### src/rtl/instruction_fetch_unit_if.sv
// ---------------------------------------------------------------------------
// instruction_fetch_unit_if
//
// Instruction-memory bus between the fetch unit and instruction memory.
// Requests use a valid/ready handshake; responses come back in request order
// and cannot be back-pressured.
//
// Signals:
//   imem_req_valid  fetch request valid               (fetch unit -> memory)
//   imem_req_ready  memory accepts the request         (memory -> fetch unit)
//   imem_addr       word-aligned fetch address         (fetch unit -> memory)
//   imem_rsp_valid  response word valid                (memory -> fetch unit)
//   imem_rsp_data   returned instruction word          (memory -> fetch unit)
//
// Modports: master = fetch unit side, slave = memory side.
// ---------------------------------------------------------------------------
interface instruction_fetch_unit_if;
  logic        imem_req_valid;
  logic        imem_req_ready;
  logic [31:0] imem_addr;
  logic        imem_rsp_valid;
  logic [31:0] imem_rsp_data;

  modport master (
    output imem_req_valid,
    output imem_addr,
    input  imem_req_ready,
    input  imem_rsp_valid,
    input  imem_rsp_data
  );

  modport slave (
    input  imem_req_valid,
    input  imem_addr,
    output imem_req_ready,
    output imem_rsp_valid,
    output imem_rsp_data
  );
endinterface

### src/rtl/instruction_fetch_unit.sv
// ---------------------------------------------------------------------------
// instruction_fetch_unit
//
// Front end of the MIPS pipeline. Owns the PC, issues in-order fetch requests
// to instruction memory, buffers returned words in a prefetch FIFO and feeds
// the decode register {Instruction_D, PC_D, valid_D}. A redirect flushes all
// younger fetched state and discards every response still in flight.
//
// Parameters:
//   RESET_PC  first PC fetched after reset
//   DEPTH     prefetch capacity (outstanding requests + FIFO entries),
//             power of two, >= 2
//
// Ports:
//   clk, rst        rising-edge clock, synchronous active-high reset
//   imem            instruction-memory bus (master modport)
//   stall_D         decode holds its input register
//   redirect_valid  load redirect_pc (word aligned) and flush
//   redirect_pc     redirect target, bits [1:0] ignored
//   Instruction_D   instruction to decode (0 = NOP after reset/redirect)
//   PC_D            PC of Instruction_D
//   valid_D         Instruction_D/PC_D valid
//
// Optional feature, enabled by defining IFU_PERF_CNT_EN:
//   perf_fetch_cnt  count of decode-register loads
//   perf_bubble_cnt count of unstalled, non-redirect cycles with an empty FIFO
// ---------------------------------------------------------------------------
module instruction_fetch_unit #(
  parameter logic [31:0] RESET_PC = 32'h0000_0000,
  parameter int          DEPTH    = 4
) (
  input  logic                     clk,
  input  logic                     rst,
  instruction_fetch_unit_if.master imem,
  input  logic                     stall_D,
  input  logic                     redirect_valid,
  input  logic [31:0]              redirect_pc,
  output logic [31:0]              Instruction_D,
  output logic [31:0]              PC_D,
  output logic                     valid_D
`ifdef IFU_PERF_CNT_EN
  ,
  output logic [31:0]              perf_fetch_cnt,
  output logic [31:0]              perf_bubble_cnt
`endif
);

  localparam int AW = $clog2(DEPTH);
  localparam int CW = AW + 1;
  localparam logic [CW:0] DEPTH_W = (CW + 1)'(DEPTH);

  logic [31:0]   pc;
  logic [CW-1:0] outstanding;
  logic [CW-1:0] fifo_count;
  logic [CW-1:0] drop;
  logic [CW:0]   credit_used;

  // PC of every outstanding request, in issue order
  logic [31:0]   tag_mem [DEPTH];
  logic [AW-1:0] tag_wr;
  logic [AW-1:0] tag_rd;

  // Prefetch FIFO of {pc, word}
  logic [31:0]   fifo_pc   [DEPTH];
  logic [31:0]   fifo_data [DEPTH];
  logic [AW-1:0] fifo_wr;
  logic [AW-1:0] fifo_rd;

  logic accept;
  logic rsp_fire;
  logic rsp_keep;
  logic fifo_empty;
  logic pop;
  logic bypass;
  logic push;

  // Credits cover both in-flight requests and buffered words, so a returning
  // response always finds room in the FIFO. A redirect cycle never issues,
  // which is why the redirect can compute the drop count without an accept.
  always_comb begin
    credit_used         = {1'b0, outstanding} + {1'b0, fifo_count};
    imem.imem_req_valid = !rst && (credit_used < DEPTH_W) && !redirect_valid;
    imem.imem_addr      = pc;
    accept              = imem.imem_req_valid && imem.imem_req_ready;
    // A response with nothing outstanding is a protocol error and is ignored
    rsp_fire            = imem.imem_rsp_valid && (outstanding != '0);
    rsp_keep            = rsp_fire && (drop == '0) && !redirect_valid;
    fifo_empty          = (fifo_count == '0);
    pop                 = !redirect_valid && !stall_D && !fifo_empty;
    // An empty FIFO lets a response go straight into the decode register
    bypass              = !redirect_valid && !stall_D && fifo_empty && rsp_keep;
    push                = rsp_keep && !bypass;
  end

  // Tag queue and FIFO storage; pointers live in the control block below
  always_ff @(posedge clk) begin
    if (accept) begin
      tag_mem[tag_wr] <= pc;
    end
    if (push) begin
      fifo_pc[fifo_wr]   <= tag_mem[tag_rd];
      fifo_data[fifo_wr] <= imem.imem_rsp_data;
    end
  end

  // PC, credit counters, FIFO pointers and the decode register. Redirect wins
  // over stall and turns every response still in flight into a drop.
  always_ff @(posedge clk) begin
    if (rst) begin
      pc            <= RESET_PC;
      outstanding   <= '0;
      fifo_count    <= '0;
      drop          <= '0;
      tag_wr        <= '0;
      tag_rd        <= '0;
      fifo_wr       <= '0;
      fifo_rd       <= '0;
      valid_D       <= 1'b0;
      Instruction_D <= 32'h0;
      PC_D          <= 32'h0;
    end else begin
      outstanding <= outstanding + CW'(accept) - CW'(rsp_fire);
      if (accept) begin
        pc     <= pc + 32'd4;
        tag_wr <= tag_wr + 1'b1;
      end
      if (rsp_fire) begin
        tag_rd <= tag_rd + 1'b1;
      end
      if (redirect_valid) begin
        pc            <= redirect_pc & ~32'h3;
        drop          <= outstanding - CW'(rsp_fire);
        fifo_count    <= '0;
        fifo_wr       <= '0;
        fifo_rd       <= '0;
        valid_D       <= 1'b0;
        Instruction_D <= 32'h0;
        PC_D          <= 32'h0;
      end else begin
        if (rsp_fire && (drop != '0)) begin
          drop <= drop - 1'b1;
        end
        if (push) begin
          fifo_wr <= fifo_wr + 1'b1;
        end
        if (pop) begin
          fifo_rd <= fifo_rd + 1'b1;
        end
        fifo_count <= fifo_count + CW'(push) - CW'(pop);
        if (pop) begin
          valid_D       <= 1'b1;
          Instruction_D <= fifo_data[fifo_rd];
          PC_D          <= fifo_pc[fifo_rd];
        end else if (bypass) begin
          valid_D       <= 1'b1;
          Instruction_D <= imem.imem_rsp_data;
          PC_D          <= tag_mem[tag_rd];
        end else if (!stall_D) begin
          valid_D <= 1'b0;
        end
      end
    end
  end

`ifdef IFU_PERF_CNT_EN
  // Performance counters survive redirects; only reset clears them
  always_ff @(posedge clk) begin
    if (rst) begin
      perf_fetch_cnt  <= 32'h0;
      perf_bubble_cnt <= 32'h0;
    end else begin
      if (pop || bypass) begin
        perf_fetch_cnt <= perf_fetch_cnt + 32'd1;
      end
      if (!stall_D && fifo_empty && !redirect_valid) begin
        perf_bubble_cnt <= perf_bubble_cnt + 32'd1;
      end
    end
  end
`endif

`ifndef SYNTHESIS
  // Memory must never answer a request that was not issued
  always_ff @(posedge clk) begin
    if (!rst) begin
      assert (!(imem.imem_rsp_valid && (outstanding == '0)));
    end
  end
`endif

endmodule

### src/flat_wrapper.sv
// flat-port wrapper written by rule: the top's interface ports become plain ports
module instruction_fetch_unit_flat 
#(
  parameter logic [31:0] RESET_PC = 32'h0000_0000,
  parameter int          DEPTH    = 4
)
  (clk, rst, stall_D, redirect_valid, redirect_pc, Instruction_D, PC_D, valid_D, imem_imem_req_valid, imem_imem_addr, imem_imem_req_ready, imem_imem_rsp_valid, imem_imem_rsp_data);
  instruction_fetch_unit_if imem_i ();
  input  logic clk;
  input  logic rst;
  input  logic stall_D;
  input  logic redirect_valid;
  input  logic [31:0] redirect_pc;
  output logic [31:0] Instruction_D;
  output logic [31:0] PC_D;
  output logic valid_D;
  output wire logic [$bits(imem_i.imem_req_valid)-1:0] imem_imem_req_valid;
  output wire logic [$bits(imem_i.imem_addr)-1:0] imem_imem_addr;
  input wire logic [$bits(imem_i.imem_req_ready)-1:0] imem_imem_req_ready;
  input wire logic [$bits(imem_i.imem_rsp_valid)-1:0] imem_imem_rsp_valid;
  input wire logic [$bits(imem_i.imem_rsp_data)-1:0] imem_imem_rsp_data;
  assign imem_imem_req_valid = imem_i.imem_req_valid;
  assign imem_imem_addr = imem_i.imem_addr;
  assign imem_i.imem_req_ready = imem_imem_req_ready;
  assign imem_i.imem_rsp_valid = imem_imem_rsp_valid;
  assign imem_i.imem_rsp_data = imem_imem_rsp_data;
  instruction_fetch_unit #(.RESET_PC(RESET_PC), .DEPTH(DEPTH)) u_core (.clk(clk), .rst(rst), .imem(imem_i), .stall_D(stall_D), .redirect_valid(redirect_valid), .redirect_pc(redirect_pc), .Instruction_D(Instruction_D), .PC_D(PC_D), .valid_D(valid_D));
endmodule
### config.mk
export PLATFORM = sky130hd
export DESIGN_NAME = instruction_fetch_unit_flat
export DESIGN_NICKNAME = d
export VERILOG_FILES = /design/src/rtl/instruction_fetch_unit_if.sv /design/src/rtl/instruction_fetch_unit.sv /design/src/flat_wrapper.sv
export SDC_FILE = /design/constraint.sdc
export NUM_CORES = 1
export LEC_CHECK = 0
export CAP_MARGIN = 40
export CORE_UTILIZATION = 30
export CTS_CLUSTER_SIZE = 16
export DETAILED_ROUTE_END_ITERATION = 8
export SLEW_MARGIN = 15
export SYNTH_ARGS = -nofsm -noshare
export SYNTH_HDL_FRONTEND = slang
export SYNTH_SLANG_ARGS = --single-unit
### constraint.sdc
create_clock -name clk -period 9.7 [get_ports clk]
set_clock_uncertainty 0.1 [all_clocks]
set_input_delay 1.455 -clock clk [delete_from_list [all_inputs] [get_ports clk]]
set_output_delay 1.455 -clock clk [all_outputs]
set_load 0.02 [all_outputs]
==> implementation parameters <==
Parameter                              Value

Synthesis
  Post-synthesis share of cell area spent on xor and xnor gates ... 0.733%
  Share of synthesized cell area in full adder, half adder and majority cells ... about 1.5%
  Top flip-flop cell by instance count after synthesis ... edfxtp_1
  Number of enable-type register cells in the synthesized netlist ... 368
  Mux cell area share after synthesis ... 10.9%
  Synth warn ... 0
  Top-area cell type share of the netlist area ... 57.8%
  Cell types with the largest area share after synthesis ... edfxtp_1 58%, dfxtp_1 12%, mux4_2 11%
  Total of flip-flops plus latches after synthesis ... ~480
  Cell type with the largest total area after synthesis ... edfxtp_1
  Number of distinct library cells after synthesis ... 67
  Gate Count Post-Synth ... 1,190
  Simple logic cell fraction of the synthesized area ... 7.02%
  Compound-gate portion of the synthesized area ... under 10%
  Post-synthesis instance area ... around 19,000 um2
  Mean cell area of the mapped netlist ... roughly 16 um2
  Main combinational cell family by area after synthesis ... multiplexers
  Fraction of the yosys area taken by sequential cells ... 69.8%
  Fraction of synthesis flops using an asynchronous set or reset pin ... 0%

Setup path
  CP Launch Type ... input port
  Critical path cell sequence ... clkdlybuf4s50_1 -> buf_4 -> inv_1 -> nand2_2 -> buf_4 -> nor3_1 -> clkdlybuf4s50_1
  Startpoint of the worst-slack reg-to-reg timing path ... u_core.fifo_count[0]
  Largest driver fanout on the critical path ... 38
  Reg-to-reg endpoint ... u_core.fifo_count[2]
  Critical Path Slowest Stage Cell ... inv_1
  Data required time of the critical path ... ~8200 ps
  Timing startpoint of the critical path ... redirect_valid
  Register-to-register setup slack ... between 6000 and 7000 ps
  Crit-path max cell delay ... 670 ps
  Critical setup path kind ... input port to primary output
  Path depth of the worst reg2reg path ... 13
  Endpoint arrival time on the critical path ... around 4100 ps
  Crit. End Element ... primary output

Placed design
  Detailed placement HPWL ... 26,800 um
  Global placer's final weighted congestion ... a little over 0.8
  Cell area after placement ... around 22,000 um2
  Port bufs ... ~160
  Post-place setup slack ... 4050 ps
  Placed cells ... around 2.1k

Floorplan
  Overall die area ... around 65,000 um2
  Core Rows ... roughly 90
  Boundary Pins ... approximately 170
  Die Span X ... ~250 um
  Floorplan die height ... 254 um
  Total core area ... around 63,000 um2
  Starting utilization of the core area ... roughly 30%

Timing
  Final cycle utilization of the critical path ... approximately three fifths
  Relative max-transition margin ... 42.4%
  Actual slew at the worst max-slew pin ... 863 ps
  Post-route setup slack ... 4050 ps
  Max Fclk ... between 0.15 and 0.2 GHz
  RSZ-0062 raised after global routing ... false
  Endpoints failing hold ... 0
  Max-slew violation count ... 0
  TNS Setup ... 0 ps
  Post-layout min period ... about 5700 ps
  Setup violators final ... 0

Global route
  Initial antenna violation count ... 0
  Number of global-route vias before repair ... approximately 11k
  Largest net degree at the start of global routing ... between 60 and 70
  Total global-route track usage ... approximately 14%
  First-pass GRT wire length ... roughly 70,000 um
  GRT overflow ... 0

Power and ir drop
  Leakage power ... 0.00735 uW
  Switching part of the total ... roughly 24%
  Internal power summed over all cells ... between 3000 and 4000 uW
  Share of total power in the clock network ... ~40%
  Share of total power in combinational logic ... between 10% and 20%
  Switching component of the power ... ~1200 uW
  PwrDens ... about 210 nW/um2
  Sequential fraction of design power ... 47.9%
  Maximum resistive drop on vdd ... around 0.00014 V

Route
  First-pass iteration count of the detailed router ... 5
  Detail-routed net length per standard cell ... 20.7 um
  DRC violation count after routing ... 0
  Antenna viol nets, final ... 0
  Drt initial violations ... 593
  DRT Wirelength ... 46,400 um
  Routed vias ... 11.2k
  Vias per inst ... approximately 5

Min path
  Min-Delay Path Class ... flip-flop to flip-flop
  Number of cells on the worst hold path ... 2
  Hold Path Origin ... u_core.valid_D
  Hold Path Sink ... u_core.valid_D

Clocking
  H-tree levels ... 2
  Clock input transition at the sequential cells of the worst setup and hold paths ... about 60 ps
  Buffers from clock root to sink, at most ... 3
  Clock tree from TritonCTS ... yes
  Clk root buf ... clkbuf_16
  Number of buffers created by CTS ... 52
  Number of clock sinks seen by CTS ... between 400 and 500
  Number of hold buffers added after cts ... 0
  Skew-Pair Late Insertion Delay ... 590 ps
  Post-cts gate resize count ... 0
  Count of buffers added by post-CTS timing repair for setup ... 0

Final layout
  Sequential cell area ... 13,300 um2
  Post-route non-filler standard cell count ... 2,242
  Summed area of non-filler cells in the final layout ... 23,500 um2
  Filler Cells Inserted ... between 5k and 6k
  Area taken by multi-input logic gates ... between 5000 and 6000 um2
  Final nets ... 1,443
  Layout cells sized above 1 ... ~16%
  Synthesis-to-finish area growth ... 23.0%

Run
  Max Cap Viol ... 0

Run status
  Result of the run ... complete, no violations
-- worst max-delay path by stage --
stage,cells past startpoint,to
floorplan,6,imem_imem_req_valid
global placement,7,imem_imem_req_valid
detailed placement,7,imem_imem_req_valid
CTS,7,imem_imem_req_valid
global route,7,imem_imem_req_valid
finish,7,imem_imem_req_valid
-- sequential cells by signal (all words and copies together) (netlist names), named ones only --
name	flops
u_core.Instruction_D	32
u_core.PC_D	30
u_core.drop	3
u_core.fifo_count	3
u_core.fifo_data	128
u_core.fifo_pc	120
u_core.fifo_rd	2
u_core.fifo_wr	2
u_core.imem.imem_addr	30
u_core.outstanding	3
u_core.tag_mem	120
u_core.tag_rd	2
u_core.tag_wr	2
u_core.valid_D	1
-- worst max-delay path: cells and delay by family --
family	cells	cell delay, ps
and+or+nand+nor	2	340
buffers and inverters	5	2280
-- area by class of cell --
type / instances / share of cell area, %
multi-input combinational: 607 / 22.8
inverter: 24 / 0.383
sequential: 482 / 56.7
antenna: 1 / 0.0106
timing repair buffer: 185 / 8.14
tap: 846 / 4.50
clock buffer: 72 / 6.16
clock inverter: 25 / 1.27
-- Yosys cell counts, types with 2 or more instances --
cell       number
a2111oi_2       2
a211oi_1        5
a21oi_1        74
a221oi_1        3
a22oi_1         3
a311oi_1       61
a31o_2          2
a31oi_1        12
and2_1          5
and3_1         14
and4_1          8
buf_1           3
buf_2          11
buf_4           5
buf_6           4
clkbuf_1       55
clkbuf_8        2
dfxtp_1       114
edfxtp_1      368
fa_1            2
ha_1           19
inv_1          22
mux4_2         92
nand2_1       138
nand3_1        18
nand4_1        10
nand4b_1        2
nor2_1         32
nor2b_1         3
nor3_1         10
nor4_1          3
nor4_2          2
o2111a_1        3
o211ai_1        7
o21ai_0         9
o221ai_1        5
o311ai_0        4
o31ai_1         2
or3_1           6
or4_1           8
or4b_4          2
xnor2_1        11
xor2_1          5
-- kinds of logic after synthesis --
group                    after synthesis
flip-flops                           482
buffers and inverters                104
XOR/XNOR                              16
multiplexers                          93
other                                  1
AO/OA/AOI/OAI                        204
adder cells (fa/ha/maj)               21
AND/OR/NAND/NOR                      269
-- through the flow --
step                total power, uW  hold slack [ps]  util (%)
finish                         5020              367      37.3
global route                   5200              395      37.3
CTS                            5070              370      37.2
detailed placement             3050              362      34.4
global placement               3030              350      34.3
floorplan                      2820              369         -
-- power groups by stage --
stage	Combinational, uW	Sequential, uW	Clock [uW]
4_1_cts	604	2400	2070
5_1_grt	657	2410	2130
3_3_place_gp	590	2440	0
2_1_floorplan	376	2440	0
6_report	603	2400	2010
3_5_place_dp	602	2450	0
-- routing by layer --
layer  track usage [%]  vias to the layer above  wire length, um
met4              4.11                        0             1030
met2              23.5                      345            22100
li1                  -                     5072                -
met5                 0                        -                0
met1              19.2                     5673            20600
met3              2.96                       72             2580
-- placed cells by master, fill, tap and decap left out, types with 18 or more instances in the layout --
cell type          n
edfxtp_1         368
clkdlybuf4s50_1  161
nand2_1          136
dfxtp_1          110
mux4_2            92
a21oi_1           74
a311oi_1          61
clkbuf_16         53
nor2_1            30
inv_1             22
ha_1              19
nand3_1           18
No activity file was read; power rests on OpenSTA's default activity.
